===== config.mk =====
export PLATFORM = sky130hd
export DESIGN_NAME = pipe_latch_skid
export DESIGN_NICKNAME = d
export VERILOG_FILES = /design/src/rtl/pipe_latch_skid.sv
export SDC_FILE = /design/constraint.sdc
export NUM_CORES = 1
export LEC_CHECK = 0
export ABC_CLOCK_PERIOD_IN_PS = 2340
export BUFFER_PORTS_ARGS = -buffer_cell sky130_fd_sc_hd__buf_4
export CORE_MARGIN = 4
export CORE_UTILIZATION = 54
export CTS_CLUSTER_DIAMETER = 80
export DETAILED_ROUTE_END_ITERATION = 8
export PLACE_DENSITY = 0.83
export REMOVE_ABC_BUFFERS = 1
export SETUP_SLACK_MARGIN = 0.2
export SLEW_MARGIN = 0
export SYNTH_ARGS = -nofsm -noshare
export SYNTH_HDL_FRONTEND = slang
export SYNTH_SLANG_ARGS = --single-unit

===== constraint.sdc =====
create_clock -name clk -period 2.34 [get_ports clk]
set_input_delay 0.351 -clock clk [delete_from_list [all_inputs] [get_ports clk]]
set_output_delay 0.351 -clock clk [all_outputs]
set_load 0.01 [all_outputs]

===== src/rtl/pipe_latch_skid.sv =====
// Inter-stage pipeline latch: NFIELDS x WIDTH payload, valid/ready handshake,
// two-entry skid buffer, flush-to-NOP and a saturating back-pressure counter.
module pipe_latch_skid #(
  parameter int                 WIDTH    = 32,
  parameter int                 NFIELDS  = 4,
  parameter int                 IR_FIELD = 3,
  parameter logic [WIDTH-1:0]   NOP_IR   = '0,
  parameter int                 CNT_W    = 16
) (
  input  logic                       clk,
  input  logic                       reset_n,
  input  logic                       in_valid,
  output logic                       in_ready,
  input  logic [NFIELDS*WIDTH-1:0]   in_data,
  output logic                       out_valid,
  input  logic                       out_ready,
  output logic [NFIELDS*WIDTH-1:0]   out_data,
  input  logic                       flush,
  output logic [CNT_W-1:0]           stall_cycles
);

  localparam int DW = NFIELDS * WIDTH;
  localparam logic [DW-1:0] MAIN_RST = DW'(NOP_IR) << (IR_FIELD * WIDTH);

  typedef enum logic [1:0] {
    EMPTY = 2'd0,
    FULL  = 2'd1,
    SKID  = 2'd2
  } state_t;

  state_t            state;
  logic [DW-1:0]     main_q;
  logic [DW-1:0]     skid_q;
  logic [DW-1:0]     main_flushed;
  logic [CNT_W-1:0]  stall_cnt;
  logic              in_fire;
  logic              out_fire;

  assign out_valid    = (state != EMPTY);
  assign in_ready     = (state != SKID);
  assign in_fire      = in_valid & in_ready;
  assign out_fire     = out_valid & out_ready;
  assign out_data     = main_q;
  assign stall_cycles = stall_cnt;

  // A flush turns whatever sits in main into a bubble by replacing only the IR.
  always_comb begin
    main_flushed = main_q;
    main_flushed[IR_FIELD*WIDTH +: WIDTH] = NOP_IR;
  end

  always_ff @(posedge clk or negedge reset_n) begin
    if (!reset_n) begin
      state  <= EMPTY;
      main_q <= MAIN_RST;
      skid_q <= '0;
    end else if (flush) begin
      state  <= EMPTY;
      main_q <= main_flushed;
    end else begin
      case (state)
        EMPTY: begin
          if (in_fire) begin
            main_q <= in_data;
            state  <= FULL;
          end
        end
        FULL: begin
          if (in_fire && out_fire) begin
            main_q <= in_data;
          end else if (in_fire) begin
            skid_q <= in_data;
            state  <= SKID;
          end else if (out_fire) begin
            state  <= EMPTY;
          end
        end
        SKID: begin
          if (out_fire) begin
            main_q <= skid_q;
            state  <= FULL;
          end
        end
        default: state <= EMPTY;
      endcase
    end
  end

  // Saturating; only reset clears it.
  always_ff @(posedge clk or negedge reset_n) begin
    if (!reset_n) begin
      stall_cnt <= '0;
    end else if (out_valid && !out_ready && (stall_cnt != {CNT_W{1'b1}})) begin
      stall_cnt <= stall_cnt + CNT_W'(1);
    end
  end

endmodule


==> run metrics <==
nets@finish 1199; Total GRT Usage 21.76%; startpoint type of the worst setup path flip-flop; die height 156.6 um; # clock sinks 274; TNS Setup 0 ns; latest clock arrival within the worst-skew pair 0.54 ns; CTS tree yes; Post-Route WL 27350 um; final hold vios 0; post-synthesis adder-cell area fraction 0.1049%; Yosys cell types 33; FMAX 491.2 MHz; P_leak 7.169 nW; kind of critical path flip-flop to primary output; dpl hpwl 18240 um; Yosys top cell by area dfrtp_1; Req. time, crit path 1.99 ns; clk_skew 0.009094 ns; root buf cell clkbuf_16; Routability Congestion 0.7892; worst-path maximum fanout 35; Max H-tree Level 1; routed via count 7453; Simple-Gate Fraction of Synth Area 2.025%; post-layout util 71.93%; hold_ws 0.04885 ns; CTS Buffer Depth 3; synthesis-to-finish area growth 31.21%; Compound-Gate Fraction of Synth Area 2.696%; largest net degree at the start of global routing 72; internal power 0.01057 W; final count of pins violating max slew 0; part of the power in registers 45.4%; shortest period the worst path allows 2.036 ns; Yosys reg bits 274; number of DRC markers in iteration 0 312; Die ar. 24530 um^2; initial antenna violation count 0; core box area 21760 um^2; routed length per instance 19.98 um; power density cells 902.0 nW/um^2; Mean Syn Cell Area 15.41 um^2; ANT cells 0; commonest non-fill, non-tap cells in the layout buf_4, mux2_2, dfrtp_1, mux2_4, clkbuf_16; IO Port Bufs 278; RSZ-0062 raised after global routing false; vias per inst 5.444; Final ANT Viol Nets 0; fraction of layout cells with a size suffix above 1 62.90%; number of CTS-inserted buffers 30; outcome finished, final reports clean; drt drc 0; crit path cell chain nor2b_4 -> clkbuf_16 -> inv_1 -> buf_4; post-synthesis mux area share 34.25%; Die X 156.6 um; sequential share of the synthesized area 57.48%; top-area cell type share of the netlist area 57.48%; post-synthesis xor/xnor area fraction 1.175%; final instance area 15650 um^2; most common library cell in the layout ignoring fill and taps buf_4; CP peak stage delay 0.44 ns; Final Power 0.01412 W; Gate power share 19.5%; Clk pwr share 35.0%; Worst-path clk slew 0.06 ns; slowest stage cell, crit path dfrtp_1; ranking of synthesized cells by area dfrtp_1, mux2_2, mux2_4, mux2i_1, o2bb2ai_1; Final period util 87.01%; max-cap violations 0; Syn Inst Count 774; synth warn 0; vias in the first global route 8012; CP endpoint kind primary output; Starting Density 54.83%; VDD IR-drop max 0.7332 mV; crit path DAT 1.68 ns; Sw Share 25.13%; worst min path class primary input to flip-flop; Worst-Margin Slew 0.5912 ns; grt ovf 0; Slew HR 60.59%; Switch Pwr 0.003548 W; first-pass GRT wire length 43050 um; Site Rows 54; Final Setup Violations 0; Mapped Area 11930 um^2; main combinational cell family by area after synthesis multiplexers; DRT Pass-1 Iters 4; placed cell area 14490 um^2; Top-Level Pins 279
-- cell type report --
type | count | area (um^2)
Inverter | 1 | 3.754
Multi-Input combinational cell | 451 | 4823
Tap cell | 280 | 350.3
Sequential cell | 274 | 6857
Timing Repair Buffer | 307 | 2552
Clock inverter | 16 | 193.9
Fill cell | 1446 | 6106
Clock buffer | 40 | 869.6
-- power by group through the flow --
| stage | clock network, W | registers, W | logic, W |
|---|---|---|---|
| after CTS | 0.00503 | 0.00641 | 0.00279 |
| after floorplan | 0 | 0.00651 | 0.00138 |
| after global placement | 0 | 0.00641 | 0.00267 |
| final | 0.00495 | 0.00641 | 0.00276 |
| after detailed placement | 0 | 0.00647 | 0.00278 |
| after global routing | 0.00526 | 0.00654 | 0.00298 |
-- cells by family after synthesis --
kind of cell	count (synthesis)
AO/OA/AOI/OAI	37
AND/OR/NAND/NOR	44
multiplexers	353
adder cells (fa/ha/maj)	1
buffers and inverters	49
XOR/XNOR	16
flip-flops	274
-- metal layers --
| layer | up-vias | track usage (%) | share of wire, % |
|---|---|---|---|
| met1 | 3796 | 27.69 | 40 |
| met4 | 0 | 5.455 | 2.2 |
| met3 | 44 | 6.361 | 7.2 |
| met2 | 209 | 36.90 | 50 |
| li1 | 3404 | - | - |
| met5 | - | 0 | 0 |
-- registers in the layout (all words and copies together), names as in the netlist --
register,cells
out_data,128
skid_q,128
stall_cycles,16
state,2
-- final timing paths --
| path | end | start | depth (start not counted) | slack [ns] |
|---|---|---|---|---|
| min | skid_q[99] | in_data[99] | 2 | 0.05 |
| max | in_ready | state[0] | 4 | 0.30 |
| min in group asynchronous | stall_cycles[2] | reset_n | 2 | 0.38 |
| max in group asynchronous | out_data[98] | reset_n | 3 | 1.26 |
| min reg2reg | out_data[98] | out_data[98] | 1 | 0.49 |
| max reg2reg | out_data[27] | state[1] | 6 | 0.37 |
-- repair_timing --
item / CTS / global route
hold buffers: 2 / 0
setup endpoints to repair: 1 / 7
cloned: 1 / 1
endpoints found under the hold margin: 64 / 0
setup buffers: 1 / 1
gates resized for setup: 1 / 1
-- critical path, delay by kind of cell, from the launching register on --
family                 cells  cell delay [ns]
buffers and inverters      3             0.49
DFF                        1             0.44
and+or+nand+nor            1             0.18
-- through the flow --
| step | setup slack [ns] | cells |
|---|---|---|
| 3_5_place_dp | 0.3092 | 1307 |
| 3_3_place_gp | 0.3473 | 1307 |
| 2_1_floorplan | -11.24 | 726 |
| 6_report | 0.3040 | 1369 |
| 4_1_cts | 0.2917 | 1367 |
| 5_1_grt | 0.2062 | 1369 |
-- cell usage after synthesis (all sizes together) --
master / number
and4: 1
mux2i: 32
xnor2: 1
a21oi: 1
clkbuf: 12
or2: 1
inv: 1
o2111ai: 1
nand2b: 3
nor3b: 2
buf: 36
nor2b: 3
xor2: 15
nor4: 4
and3: 3
mux2: 321
nand2: 8
dfrtp: 274
and2: 1
a2bb2oi: 1
ha: 1
o2bb2ai: 32
nor3: 7
o21ba: 1
nor4bb: 1
nand3: 1
nor2: 5
a22o: 1
nand4: 4
Power figures use the tool's default switching activity.
